`src/rtl/modport_fifo_pkg.sv`:
```
// Shared constants and types for the modport_fifo byte FIFO.
package modport_fifo_pkg;

    localparam int DATA_W_DEF = 8;
    localparam int DEPTH_DEF  = 16;
    localparam int PTR_W      = $clog2(DEPTH_DEF);

    typedef logic [DATA_W_DEF-1:0] fifo_data_t;

endpackage

```
`src/rtl/modport_fifo_mem.sv`:
```
// Storage array for modport_fifo: one write port and one read address.
// No reset. The top level registers the read data, so the read here is
// a plain array lookup.
module modport_fifo_mem #(
    parameter int DATA_W = 8,
    parameter int DEPTH  = 16,
    parameter int AW     = 4
) (
    input  logic              clk,
    input  logic              we,
    input  logic [AW-1:0]     waddr,
    input  logic [DATA_W-1:0] wdata,
    input  logic [AW-1:0]     raddr,
    output logic [DATA_W-1:0] rdata
);

    logic [DATA_W-1:0] mem_reg [DEPTH];

    // Write the entry when the top level accepts a write.
    always_ff @(posedge clk) begin
        if (we) begin
            mem_reg[waddr] <= wdata;
        end
    end

    assign rdata = mem_reg[raddr];

endmodule

```
`src/rtl/modport_fifo.sv`:
```
// Single-clock byte FIFO. The wr_rd input selects one write or one read per edge.
// The full, empty and D_out outputs are registered.
// Optional feature macro: MODPORT_FIFO_ERR_EN adds a sticky overflow/underflow output named err.
module modport_fifo
    import modport_fifo_pkg::*;
#(
    parameter int DATA_W = DATA_W_DEF,
    parameter int DEPTH  = DEPTH_DEF
) (
    input  logic              clk,
    input  logic              rst,
    input  logic              wr_rd,
    input  logic [DATA_W-1:0] D_in,
    output logic [DATA_W-1:0] D_out,
    output logic              full,
    output logic              empty
`ifdef MODPORT_FIFO_ERR_EN
    ,
    output logic              err
`endif
);

    localparam int AW = (DEPTH > 1) ? $clog2(DEPTH) : 1;
    localparam logic [AW-1:0] PTR_ONE  = 1;
    localparam logic [AW:0]   CNT_ONE  = 1;
    localparam logic [AW:0]   CNT_FULL = DEPTH;

    logic [AW-1:0]     wp_reg, rp_reg;
    logic [AW:0]       count_reg, count_next;
    logic              full_reg, empty_reg;
    logic [DATA_W-1:0] dout_reg;
    logic [DATA_W-1:0] rd_data;
    logic              wr_en, rd_en;

    // Accept the requested operation only when it cannot overflow or underflow.
    // The flags are registered, so they match the current count exactly.
    always_comb begin
        wr_en      = wr_rd & ~full_reg;
        rd_en      = ~wr_rd & ~empty_reg;
        count_next = count_reg;
        if (wr_en) begin
            count_next = count_reg + CNT_ONE;
        end else if (rd_en) begin
            count_next = count_reg - CNT_ONE;
        end
    end

    // Update the pointers, count and flags. The flags are computed from the
    // next count, so they change on the same edge as the count.
    always_ff @(posedge clk or posedge rst) begin
        if (rst) begin
            wp_reg    <= '0;
            rp_reg    <= '0;
            count_reg <= '0;
            full_reg  <= 1'b0;
            empty_reg <= 1'b1;
        end else begin
            if (wr_en) begin
                wp_reg <= wp_reg + PTR_ONE;
            end
            if (rd_en) begin
                rp_reg <= rp_reg + PTR_ONE;
            end
            count_reg <= count_next;
            full_reg  <= (count_next == CNT_FULL);
            empty_reg <= (count_next == '0);
        end
    end

    // Capture the head entry on an accepted read. On an underflow, keep the previous value.
    always_ff @(posedge clk or posedge rst) begin
        if (rst) begin
            dout_reg <= '0;
        end else if (rd_en) begin
            dout_reg <= rd_data;
        end
    end

    modport_fifo_mem #(
        .DATA_W (DATA_W),
        .DEPTH  (DEPTH),
        .AW     (AW)
    ) u_mem (
        .clk   (clk),
        .we    (wr_en),
        .waddr (wp_reg),
        .wdata (D_in),
        .raddr (rp_reg),
        .rdata (rd_data)
    );

    assign D_out = dout_reg;
    assign full  = full_reg;
    assign empty = empty_reg;

`ifdef MODPORT_FIFO_ERR_EN
    logic err_reg;

    // Set the sticky error on a write while full or a read while empty.
    // Only reset clears it.
    always_ff @(posedge clk or posedge rst) begin
        if (rst) begin
            err_reg <= 1'b0;
        end else if ((wr_rd & full_reg) | (~wr_rd & empty_reg)) begin
            err_reg <= 1'b1;
        end
    end

    assign err = err_reg;
`endif

endmodule

```
`config.mk`:
```
export PLATFORM = sky130hd
export DESIGN_NAME = modport_fifo
export DESIGN_NICKNAME = d
export VERILOG_FILES = /design/src/rtl/modport_fifo_pkg.sv /design/src/rtl/modport_fifo_mem.sv /design/src/rtl/modport_fifo.sv
export SDC_FILE = /design/constraint.sdc
export NUM_CORES = 1
export LEC_CHECK = 0
export BUFFER_PORTS_ARGS = -buffer_cell sky130_fd_sc_hd__buf_2
export CAP_MARGIN = 5
export CORE_MARGIN = 2
export CORE_UTILIZATION = 53
export DETAILED_ROUTE_END_ITERATION = 16
export PLACE_DENSITY = 0.68
export SETUP_SLACK_MARGIN = 0.1
export SLEW_MARGIN = 40
export SYNTH_ARGS = -nofsm -noshare
export SYNTH_HDL_FRONTEND = slang
export SYNTH_SLANG_ARGS = --single-unit
```
`constraint.sdc`:
```
create_clock -name clk -period 3.1 [get_ports clk]
set_input_delay 0.31 -clock clk [delete_from_list [all_inputs] [get_ports clk]]
set_output_delay 0.31 -clock clk [all_outputs]
set_load 0.01 [all_outputs]
```
==> run_results.csv <==
group,metric,value,unit
clock_network,clock_sinks,151,
floorplanning,ios,21,
power,powerDensity,973,nW/µm²
yosys,syn_avg_cell_area,15.7,µm²
timing,drv_slew,0,
floorplanning,floorplan.rows,39,
timing,slew_headroom,48.7,%
run_status,status,"finished, final reports clean",
finish,finalNetCount,430,
grt,overflow,0,
worst_setup_path,cp_cell_sequence,"buf_12 > mux2i_1 > o22ai_1 > nor4_1 > nor3_1",
yosys,synth-simple-area-share,7.99,%
timing,tns,0,ns
yosys,syn_area,6110,µm²
grt,grt_pass1_vias,3176,
clock_network,path_clk_slew,0.06,ns
worst_setup_path,crit_arrival,2.52,ns
worst_setup_path,cp_slowest_stage_delay,0.79,ns
yosys,synth_area_leaders,"edfxtp_1 63%, mux2i_1 10%, dfrtp_1 9.0%",
clock_network,clock_path_buffers,2,
power,peakVddDrop,0.851,mV
clock_network,htree_levels,4,
floorplanning,core,11300,µm²
yosys,synth_top_area_cell,"edfxtp_1",
yosys,yosys_warnings,0,
yosys,synth.mux.area_fraction,10.5,%
floorplanning,design.die.area,12400,µm²
grt,grt_pass1_wl,18000,µm
placed_design,dpl.hpwl,7310,µm
clock_network,insertion_delay,0.42,ns
yosys,yosysSeqAreaShare,72.3,%
placed_design,finalWeightedCongestion,0.789,
finish,areaGrowthSynthToFinish,14.0,%
finish,fill_cells,842,
yosys,syn_nets,406,
job,maxCapViolations,0,
timing,hold_viol_final,0,
timing,skew,0.00786,ns
worst_setup_path,crit_type,"reg -> reg",
routing,drt_wl_total,11800,µm
power,cellLeakagePower,2.56,nW
clock_network,cts_setup_buffers,0,
routing,drt-initial-drc-count,240,
yosys,yosys_register_bits,151,
placed_design,io_buffers,20,
yosys,yosys.area.top_type_share,62.9,%
clock_network,ctsHoldBuffers,1,
finish,antenna_cells,0,
clock_network,cts-buffers-inserted,17,
timing,max_freq,447,MHz
timing,setup_viol,0,
yosys,synth_fa_ha_area_share,1.43,%
worst_setup_path,crit_path_start_kind,"flop",
worst_setup_path,end_kind,"flop",
routing,postRouteAntennaNets,0,
yosys,synth_cell_type_count,36,
grt,grt_max_degree,36,
yosys,synth_xor_area_share,1.43,%
grt,grt_util_all_layers,20.4,%
floorplanning,die_h,111,µm
timing,fin_crit_sh,72.2,%
yosys,synth_top_family_by_area,"multiplexers",
clock_network,root_buffer,"clkbuf_16",
finish,drive_gt1_share,13.6,%
finish,multi_input_area,1550,µm²
worst_setup_path,cp_max_fo,35,
routing,num_vias,3240,
floorplanning,start_util,54.0,%
yosys,synthCells,388,
routing,routedWlPerCell,20.7,µm
yosys,async_flop_share,15.2,%
clock_network,cts-resized-gates,0,
timing,worst_pin_slew,0.770,ns
timing,period_needed,2.24,ns
routing,viasPerCell,5.70,
grt,antenna_found_initial,0,
floorplanning,die_x,111,µm
yosys,synth_edf_count,128,
clock_network,cts_tree,"done",
finish,regArea,4420,µm²
routing,drc,0,
yosys,synth_compound_area_share,4.10,%
finish,largest_reg_flops,128,
worst_setup_path,critPathRequiredTime,3.38,ns
power,total_power,6.78,mW
hold_path,hp-class,"in -> reg",
worst_setup_path,slowest_stage,"dfrtp_4",
timing,rsz0062_at_grt,"false",
routing,drt_first_pass_iters,4,
yosys,synth_ff_type,"edfxtp_1",
## Yosys cell counts (6+ instances only)
cell type  number
and2_1         16
buf_2          10
nand2_1        10
edfxtp_1      128
ha_1            7
o21ai_0         8
xnor2_1         9
nor4_1         17
nor2_1         22
mux2i_1        64
nor3_1          9
inv_1           6
o22ai_1        24
dfrtp_1        22
## kinds of logic after synthesis
| group | Yosys count |
|---|---|
| flops | 151 |
| simple gates | 89 |
| mux | 64 |
| compound gates | 41 |
| buf+inv | 26 |
| xor+xnor | 10 |
| fa+ha+maj | 7 |
## layout by cell type, fill, tap and decap left out, types with 2 or more instances in the layout
cell type / n
a21oi_1: 2
a22oi_1: 2
and2_1: 16
and3b_1: 2
buf_2: 20
buf_4: 3
bufinv_16: 5
clkbuf_16: 17
clkinv_1: 3
clkinv_4: 2
clkinvlp_4: 3
dfrtp_1: 21
edfxtp_1: 128
ha_1: 7
inv_1: 5
mux2i_1: 64
nand2_1: 10
nand2b_1: 2
nand4_1: 2
nor2_1: 22
nor3_1: 9
nor4_1: 17
o21ai_0: 8
o21ai_1: 2
o22ai_1: 24
or2_1: 2
xnor2_1: 9
## final cells by class
class / count / area share, %
timing repair buffer: 25 / 2.19
clock inverter: 14 / 2.96
clock buffer: 18 / 6.16
sequential: 151 / 63.5
tap: 143 / 2.57
multi-input combinational: 211 / 22.3
inverter: 6 / 0.323
## through the flow
step | util [%] | hold slack, ns | cell area (µm²) | instances | setup slack (ns)
after floorplan | - | 0.311 | 6110 | 388 | 1.43
after global placement | 55.8 | 0.519 | 6320 | 535 | 0.850
after detailed placement | 55.8 | 0.370 | 6320 | 535 | 0.876
after CTS | 61.5 | 0.227 | 6970 | 568 | 0.863
after global routing | 61.5 | 0.258 | 6970 | 568 | 0.657
final | 61.5 | 0.256 | 6970 | 568 | 0.861
## power by group
part           switching (mW)  internal (mW)  total [mW]
clock network           0.762           1.42        2.18
registers               0.321           2.54        2.87
logic                    1.00          0.730        1.73
## critical path, delay by kind of cell (launching register included)
family	cells	cell delay, ns
DFF	1	0.79
buffers and inverters	1	0.32
AOI/OAI and AO/OA	1	0.12
muxes	1	0.21
and+or+nand+nor	2	0.59
## metal layers
| layer | up-vias | global-route usage [%] | wire (µm) |
|---|---|---|---|
| li1 | 1532 | - | - |
| met1 | 1607 | 25.9 | 4970 |
| met2 | 87 | 32.4 | 5790 |
| met3 | 14 | 7.95 | 819 |
| met4 | 0 | 7.24 | 175 |
| met5 | - | 0 | 0 |
## worst paths after layout
kind / startpoint / depth (start not counted) / endpoint / slack, ns
min in group asynchronous: rst / 3 / rp_reg[3] / 0.47
min reg2reg: wp_reg[3] / 1 / wp_reg[3] / 0.53
max: rp_reg[0] / 5 / D_out[6] / 0.86
min: wr_rd / 3 / empty / 0.26
max in group asynchronous: rst / 3 / rp_reg[0] / 2.23
max reg2reg: rp_reg[0] / 5 / D_out[6] / 0.86
No activity file was read; power rests on OpenSTA's default activity.
